==> config.mk <==
export PLATFORM = sky130hd
export DESIGN_NAME = param_deserializer
export DESIGN_NICKNAME = d
export VERILOG_FILES = /design/src/rtl/param_deserializer.sv
export SDC_FILE = /design/constraint.sdc
export NUM_CORES = 1
export LEC_CHECK = 0
export CAP_MARGIN = 20
export CELL_PAD_IN_SITES_DETAIL_PLACEMENT = 0
export CELL_PAD_IN_SITES_GLOBAL_PLACEMENT = 1
export CORE_UTILIZATION = 25
export DETAILED_ROUTE_END_ITERATION = 8
export PLACE_DENSITY_LB_ADDON = 0.1
export SYNTH_ARGS = -nofsm -noshare
export SYNTH_HDL_FRONTEND = slang
export SYNTH_SLANG_ARGS = --single-unit
==> constraint.sdc <==
create_clock -name clock_100 -period 4.65 [get_ports clock_100]
set_input_delay 0.93 -clock clock_100 [delete_from_list [all_inputs] [get_ports clock_100]]
set_output_delay 0.93 -clock clock_100 [all_outputs]
set_load 0.01 [all_outputs]
==> src/rtl/param_deserializer.sv <==
// Serial-to-parallel receiver: shifts WIDTH-bit words in one bit per strobe and
// queues completed words in a DEPTH-entry FIFO with level, busy and sticky overflow.
module param_deserializer #(
    parameter int WIDTH     = 8,
    parameter int DEPTH     = 4,
    parameter bit MSB_FIRST = 1'b1
) (
    input  logic                         clock_100,
    input  logic                         reset,
    input  logic                         data_in,
    input  logic                         write_in,
    input  logic                         ack_in,
    input  logic                         clear_err,
    output logic [WIDTH-1:0]             data_out,
    output logic                         data_ready,
    output logic [$clog2(DEPTH+1)-1:0]   level,
    output logic                         status_out,
    output logic                         overflow
);

    localparam int CNT_W = $clog2(WIDTH);
    localparam int PTR_W = (DEPTH > 1) ? $clog2(DEPTH) : 1;
    localparam int LVL_W = $clog2(DEPTH + 1);

    // Pointers wrap modulo DEPTH; with DEPTH=1 they stay at zero.
    function automatic logic [PTR_W-1:0] ptr_inc(input logic [PTR_W-1:0] p);
        if (p == PTR_W'(DEPTH - 1)) begin
            return {PTR_W{1'b0}};
        end else begin
            return p + PTR_W'(1);
        end
    endfunction

    logic [WIDTH-1:0] shreg_r;
    logic [CNT_W-1:0] bit_cnt_r;
    logic             status_r;
    logic [WIDTH-1:0] mem_r [0:DEPTH-1];
    logic [PTR_W-1:0] rd_ptr_r;
    logic [PTR_W-1:0] wr_ptr_r;
    logic [LVL_W-1:0] level_r;
    logic [WIDTH-1:0] data_out_r;
    logic             data_ready_r;
    logic             overflow_r;

    logic [WIDTH-1:0] shreg_next_s;
    logic [CNT_W-1:0] bit_cnt_next_s;
    logic             word_done_s;
    logic             full_s;
    logic             pop_s;
    logic             push_s;
    logic             ovf_set_s;
    logic [PTR_W-1:0] rd_ptr_next_s;
    logic [PTR_W-1:0] wr_ptr_next_s;
    logic [LVL_W-1:0] level_next_s;
    logic [WIDTH-1:0] head_next_s;

    // Shift register and bit counter next state; a word completes on the last bit.
    always_comb begin
        shreg_next_s   = shreg_r;
        bit_cnt_next_s = bit_cnt_r;
        word_done_s    = 1'b0;
        if (write_in) begin
            if (MSB_FIRST) begin
                shreg_next_s = {shreg_r[WIDTH-2:0], data_in};
            end else begin
                shreg_next_s = {data_in, shreg_r[WIDTH-1:1]};
            end
            if (bit_cnt_r == CNT_W'(WIDTH - 1)) begin
                bit_cnt_next_s = {CNT_W{1'b0}};
                word_done_s    = 1'b1;
            end else begin
                bit_cnt_next_s = bit_cnt_r + CNT_W'(1);
            end
        end else begin
            shreg_next_s   = shreg_r;
            bit_cnt_next_s = bit_cnt_r;
        end
    end

    // FIFO control: a pop in the same edge frees room, so a full FIFO does not overflow.
    always_comb begin
        full_s        = (level_r == LVL_W'(DEPTH));
        pop_s         = ack_in && (level_r != {LVL_W{1'b0}});
        push_s        = word_done_s && (!full_s || pop_s);
        ovf_set_s     = word_done_s && full_s && !pop_s;
        rd_ptr_next_s = pop_s  ? ptr_inc(rd_ptr_r) : rd_ptr_r;
        wr_ptr_next_s = push_s ? ptr_inc(wr_ptr_r) : wr_ptr_r;
        case ({push_s, pop_s})
            2'b10:   level_next_s = level_r + LVL_W'(1);
            2'b01:   level_next_s = level_r - LVL_W'(1);
            default: level_next_s = level_r;
        endcase
        // Next head: the word being written lands at the head when it becomes the oldest entry.
        if (level_next_s == {LVL_W{1'b0}}) begin
            head_next_s = {WIDTH{1'b0}};
        end else if (push_s && (wr_ptr_r == rd_ptr_next_s)) begin
            head_next_s = shreg_next_s;
        end else begin
            head_next_s = mem_r[rd_ptr_next_s];
        end
    end

    // Shift register, bit counter and busy flag.
    always_ff @(posedge clock_100 or negedge reset) begin
        if (!reset) begin
            shreg_r   <= {WIDTH{1'b0}};
            bit_cnt_r <= {CNT_W{1'b0}};
            status_r  <= 1'b0;
        end else begin
            shreg_r   <= shreg_next_s;
            bit_cnt_r <= bit_cnt_next_s;
            status_r  <= (bit_cnt_next_s != {CNT_W{1'b0}});
        end
    end

    // FIFO storage, pointers, registered head and sticky overflow.
    always_ff @(posedge clock_100 or negedge reset) begin
        if (!reset) begin
            for (int i = 0; i < DEPTH; i++) begin
                mem_r[i] <= {WIDTH{1'b0}};
            end
            rd_ptr_r     <= {PTR_W{1'b0}};
            wr_ptr_r     <= {PTR_W{1'b0}};
            level_r      <= {LVL_W{1'b0}};
            data_out_r   <= {WIDTH{1'b0}};
            data_ready_r <= 1'b0;
            overflow_r   <= 1'b0;
        end else begin
            if (push_s) begin
                mem_r[wr_ptr_r] <= shreg_next_s;
            end
            rd_ptr_r     <= rd_ptr_next_s;
            wr_ptr_r     <= wr_ptr_next_s;
            level_r      <= level_next_s;
            data_out_r   <= head_next_s;
            data_ready_r <= (level_next_s != {LVL_W{1'b0}});
            if (ovf_set_s) begin
                overflow_r <= 1'b1;
            end else if (clear_err) begin
                overflow_r <= 1'b0;
            end else begin
                overflow_r <= overflow_r;
            end
        end
    end

    assign data_out   = data_out_r;
    assign data_ready = data_ready_r;
    assign level      = level_r;
    assign status_out = status_r;
    assign overflow   = overflow_r;

endmodule

==> results of run 1 <==
-- worst register-to-register path, stage by stage, from the launching register on --
cell and delay, ns:
dfrtp_1 0.40, ha_1 0.20, ha_1 0.31, a21boi_2 0.32, o21ai_0 0.17, fa_1 0.47, and4bb_2 0.36, a221oi_1 0.10
o41ai_2 0.36, and4b_1 0.34, a22o_1 0.26
-- kinds of logic (layout without fill, tap and decap cells) --
family / count (synthesis) / count (layout)
AOI/OAI and AO/OA: 77 / 77
DFF: 61 / 61
adders and majority gates: 8 / 8
xor gates and xnor gates: 3 / 3
buffers and inverters: 29 / 55
and+or+nand+nor: 80 / 80
muxes: 13 / 13
-- per-layer routing --
| metal | part of all wire [%] | routed length, um | up-vias | track usage, % |
|---|---|---|---|---|
| met5 | 0 | 0 | - | 0 |
| met4 | 1.5 | 103 | 0 | 5.58 |
| met1 | 50 | 3430 | 989 | 17.8 |
| met2 | 45 | 3130 | 31 | 20.6 |
| met3 | 3.3 | 227 | 9 | 3.40 |
| li1 | - | - | 980 | - |
-- area by class of cell --
| type | count | area [um^2] |
|---|---|---|
| tap | 140 | 175 |
| fill | 1147 | 7520 |
| timing repair buffer | 21 | 200 |
| sequential | 61 | 1530 |
| inverter | 18 | 67.6 |
| clock buffer | 9 | 124 |
| multi-input combinational | 181 | 1130 |
| clock inverter | 7 | 52.6 |
-- power by group --
group          switching, uW  total, uW  internal (uW)
Sequential               121        859            737
Clock                    227        422            194
Combinational            553        933            380
Total                    901       2210           1310
-- synthesized netlist by cell type --
cell type / instances
inv_2: 1
nand2_1: 63
a21boi_2: 1
or2_2: 1
a32oi_1: 8
nor3_1: 1
nor2_1: 4
and2_1: 1
inv_1: 17
or2_1: 1
and4bb_2: 1
buf_2: 4
o21ai_1: 1
buf_1: 1
nor4b_1: 1
mux2_4: 1
and3_1: 2
and4b_1: 1
a21oi_1: 12
xnor2_1: 3
a22o_1: 8
ha_1: 7
mux2i_1: 8
a31oi_2: 1
o41ai_2: 1
a32o_1: 1
mux2i_4: 1
o21ai_0: 37
o31a_1: 1
mux2_2: 3
a211oi_1: 1
o211ai_1: 1
and3b_1: 1
o31ai_1: 1
a21boi_0: 1
a221oi_1: 1
nand4_1: 1
a2111oi_0: 1
fa_1: 1
or3_1: 1
clkbuf_1: 6
dfrtp_1: 61
nor2b_1: 1
-- sequential cells by signal, indices dropped and copies added (netlist names) --
name and flops:
bit_cnt_r 3, level 3, mem_r 32, overflow 1, shreg_r 8, data_ready 1
wr_ptr_r 2, status_out 1, data_out 8, rd_ptr_r 2
-- final timing paths --
| kind | cells after the start | from | endpoint |
|---|---|---|---|
| min in group asynchronous | 1 | reset | bit_cnt_r[2] |
| hold / removal | 2 | mem_r[13] | mem_r[13] |
| setup / recovery | 9 | ack_in | data_out[2] |
| max in group asynchronous | 2 | reset | shreg_r[5] |
| hold reg to reg | 2 | mem_r[13] | mem_r[13] |
| setup reg to reg | 10 | bit_cnt_r[0] | data_out[2] |
-- through the flow --
step	hold WS (ns)	util, %	total power [uW]
2_1_floorplan	0.450	-	1490
3_5_place_dp	0.469	28.7	1820
3_3_place_gp	0.465	28.7	1830
6_report	0.484	30.3	2210
4_1_cts	0.489	30.3	2250
5_1_grt	0.497	30.3	2400
==> impl_metrics.tcl, run 1 <==
set metrics [dict create \
    setup_viol 0 \
    p_leak_uw 0.00145 \
    grt_max_degree 42 \
    syn-cell-area_um2 2770 \
    grt_pass1_wl_um 11300 \
    worstMarginPinSlew_ns 0.944 \
    hold_class "flop to flop" \
    clkSinkCount 61 \
    critPathTopFamily "compound AO/OA/AOI/OAI gates" \
    synth_top_family_by_area "compound AO/OA/AOI/OAI gates" \
    drt-total-wl_um 6890 \
    startpoint_type "input pin" \
    io_pins 20 \
    io_buffers 19 \
    design_area_um2 3270 \
    synth_cells 271 \
    finClkSkew_ns 0.00759 \
    fin_nets 306 \
    rrSetupSlack_ns 1.26 \
    numCtsBuffers 9 \
    post-route-period-util_pct 79.0 \
    initial_core_util_pct 25.7 \
    clkTransAtPathRegs_ns 0.07 \
    gp_congestion 0.757 \
    drive_above_1_share_pct 10.1 \
    vdd_ir_drop_max_mv 0.188 \
    antenna_found_initial 0 \
    grt_pass1_vias 2019 \
    yosysSeqAreaShare_pct 55.1 \
    yosys.area.top_type_share_pct 55.1 \
    maxSlewHeadroom_pct 37.0 \
    ctsLongestPathBuffers 2 \
    area_growth_pct 18.3 \
    die-area_um2 11500 \
    maxCapViolations 0 \
    die_w_um 107 \
    antenna_left 0 \
    cts.repair.resized 0 \
    synth-seq-cells 61 \
    yosys_warnings 0 \
    synthMuxAreaShare_pct 5.47 \
    synth_xor_xnor_area_share_pct 0.949 \
    drc 0 \
    num_vias 2009 \
    final_common_cell "nand2_1" \
    drt_iter0_drc 60 \
    synth_compound_area_share_pct 17.9 \
    dp_cells 421 \
    critPathCaptureType "flop" \
    grt_util_all_layers_pct 13.4 \
    die_y_um 107 \
    max_freq_ghz 0.272 \
    period_needed_ns 3.67 \
    instances_no_fill 437 \
    placed_area_um2 3100 \
    path_max_fanout 8 \
    grt_overflow 0 \
    num_rows 38 \
    synth-simple-area-share_pct 12.5 \
    cts_setup_buffers 0 \
    cts_hold_buf 0 \
    routedWlPerCell_um 15.8 \
    place_hpwl_um 4650 \
    cts_tree "built" \
    max_stage_delay_ns 0.59 \
    cp_slowest_cell "clkdlybuf4s50_1" \
    dr.pass1.iters 4 \
    root_buffer "clkbuf_8" \
    netlist_top_cells_area "dfrtp_1, nand2_1, o21ai_0" \
    syn_nets 285 \
    path_buf_inv 1 \
    status "complete, no violations" \
    crit_chain "clkdlybuf4s50_1 > a21boi_2 > o21ai_0 > fa_1 > and4bb_2 > a221oi_1 > o41ai_2 > and4b_1 > a22o_1" \
    rsz0062_at_grt "false" \
    layout_common_cells "nand2_1, dfrtp_1, o21ai_0" \
    drv_slew 0 \
    via_per_inst 4.60 \
    core_area_um2 10800 \
    cp_data_arrival_time_ns 3.90 \
    clk-insertion-delay-late_ns 0.34 \
    synth.avg_cell_area_um2 10.2 \
    fin_tns_setup_ns 0 \
    finalWorstSetupSlack_ns 0.976 \
    powerDensity_nw_per_um2 676 \
    pre_cts_ws_ns 0.664 \
    cts.htree.levels 3 \
    yosysTopAreaCell "dfrtp_1" \
    synthAdderAreaFrac_pct 3.89 \
    synthDistinctLibCells 43 \
    path_class "input pin to flop" \
    hold_viol 0 \
    diodes 0 \
    worstPathRequired_ns 4.88 \
]
Note: power is estimated with default switching activity, not from simulation.
==> run 2, diff against run 1 <==
clock period = 3.8 ns   (was 4.65 ns; I/O delays follow)
==> impl_metrics.tcl, run 2 (synthesized netlist as in run 1, its figures left out) <==
set metrics [dict create \
    fill_cells 1175 \
    cts_tree "built" \
    diodes 0 \
    vdd_ir_drop_max_mv 0.215 \
    largest_reg_flops 32 \
    antenna_left 0 \
    hold_viol 0 \
    drt-total-wl_um 6750 \
    die-area_um2 11500 \
    path_class "input pin to flop" \
    fin_tns_setup_ns 0 \
    rr_worst_depth 10 \
    drive_above_1_share_pct 11.0 \
    antenna_found_initial 0 \
    routedWlPerCell_um 15.3 \
    num_rows 38 \
    final_common_cell "nand2_1" \
    powerDensity_nw_per_um2 821 \
    regArea_um2 1530 \
    io_pins 20 \
    layout_common_cells "nand2_1, dfrtp_1, o21ai_0" \
    die_y_um 107 \
    rrSetupSlack_ns 0.68 \
    grt_overflow 0 \
    dr.pass1.iters 4 \
    top_register "mem_r" \
    worstPathRequired_ns 4.02 \
    clk-insertion-delay-late_ns 0.34 \
    gp_congestion 0.703 \
    status "complete, no violations" \
    grt_pass1_wl_um 11100 \
    hold_class "flop to flop" \
    drv_slew 0 \
    path_max_fanout 8 \
    multi_input_area_um2 1130 \
    clkSinkCount 61 \
    startpoint_type "input pin" \
    finClkSkew_ns 0.00743 \
    worstMarginPinSlew_ns 0.815 \
    cts.repair.resized 0 \
    place_hpwl_um 4530 \
    cts_setup_buffers 0 \
    grt_max_degree 62 \
    post-route-period-util_pct 84.2 \
    critPathCaptureType "flop" \
    maxCapViolations 0 \
    dp_cells 426 \
    cts.htree.levels 3 \
    rr_startpoint "bit_cnt_r[0]" \
    cp_data_arrival_time_ns 3.42 \
    hold_depth 2 \
    via_per_inst 4.50 \
    io_buffers 19 \
    instances_no_fill 441 \
    max_freq_ghz 0.313 \
    fin_nets 311 \
    root_buffer "clkbuf_8" \
    initial_core_util_pct 25.7 \
    whs_ns 0.484 \
    rsz0062_at_grt "false" \
    period_needed_ns 3.20 \
    setup_viol 0 \
    ctsLongestPathBuffers 2 \
    drc 0 \
    numCtsBuffers 9 \
    p_leak_uw 0.00147 \
    cts_hold_buf 0 \
    worstHoldStart "mem_r[10]" \
    area_growth_pct 19.2 \
    drt_iter0_drc 88 \
    reg2reg_to "data_out[2]" \
    min_to "mem_r[10]" \
    clkTransAtPathRegs_ns 0.07 \
    core_area_um2 10800 \
    maxSlewHeadroom_pct 45.7 \
    grt_util_all_layers_pct 13.1 \
    num_vias 1983 \
    grt_pass1_vias 2065 \
    die_w_um 107 \
]
## run 2: changes by cell type in the layout (fill, tap and decap cells not counted), sizes merged
cell / before / now
clkbuf: 9 / 11
clkinv: 6 / 2
clkinvlp: 1 / 2
buf: 3 / 8
## run 2: layout make-up
cell class | count | area share, %
sequential | 61 | 46.2
multi-input combinational | 181 | 34.2
timing repair buffer | 26 | 7.20
tap | 140 | 5.31
clock buffer | 11 | 4.28
inverter | 18 | 2.05
clock inverter | 4 | 0.758
## run 2: metrics by stage
| stage | power [uW] | setup slack (ns) | util, % | area [um^2] |
|---|---|---|---|---|
| CTS | 2760 | 0.591 | 30.6 | 3300 |
| floorplan | 1820 | 0.715 | - | 2770 |
| finish | 2710 | 0.601 | 30.6 | 3300 |
| global placement | 2240 | 0.313 | 29.1 | 3140 |
| global route | 2950 | 0.417 | 30.6 | 3300 |
| detailed placement | 2240 | 0.235 | 29.1 | 3140 |
## run 2: worst max-delay path by stage
stage | startpoint | endpoint | slack (ns) | cells past startpoint
floorplan | write_in | data_out[1] | 0.71 | 10
global placement | ack_in | data_out[6] | 0.31 | 9
detailed placement | ack_in | data_out[2] | 0.23 | 9
CTS | ack_in | data_out[2] | 0.59 | 9
global route | ack_in | data_out[7] | 0.42 | 9
finish | ack_in | data_out[2] | 0.60 | 9
## run 2: worst max-delay path, cell delays in order
cell and delay [ns]:
clkdlybuf4s50_1 0.47, a21boi_2 0.18, o21ai_0 0.12, fa_1 0.47, and4bb_2 0.36, a221oi_1 0.10
o41ai_2 0.34, and4b_1 0.35, a22o_1 0.27
## run 2: report_power, final
part / internal, uW / switching, uW / leakage [uW] / total [uW]
Combinational: 485 / 673 / 0.000611 / 1160
Clock: 248 / 253 / 0.0000812 / 502
Sequential: 903 / 147 / 0.000779 / 1050
## run 2: routing by layer
layer  GRT usage [%]  wire length, um  vias to the layer above
met1            17.4             3400                      957
met4            6.75              128                        0
met5               0                0                        -
met2            20.1             3040                       27
li1                -                -                      987
met3            2.61              177                       12
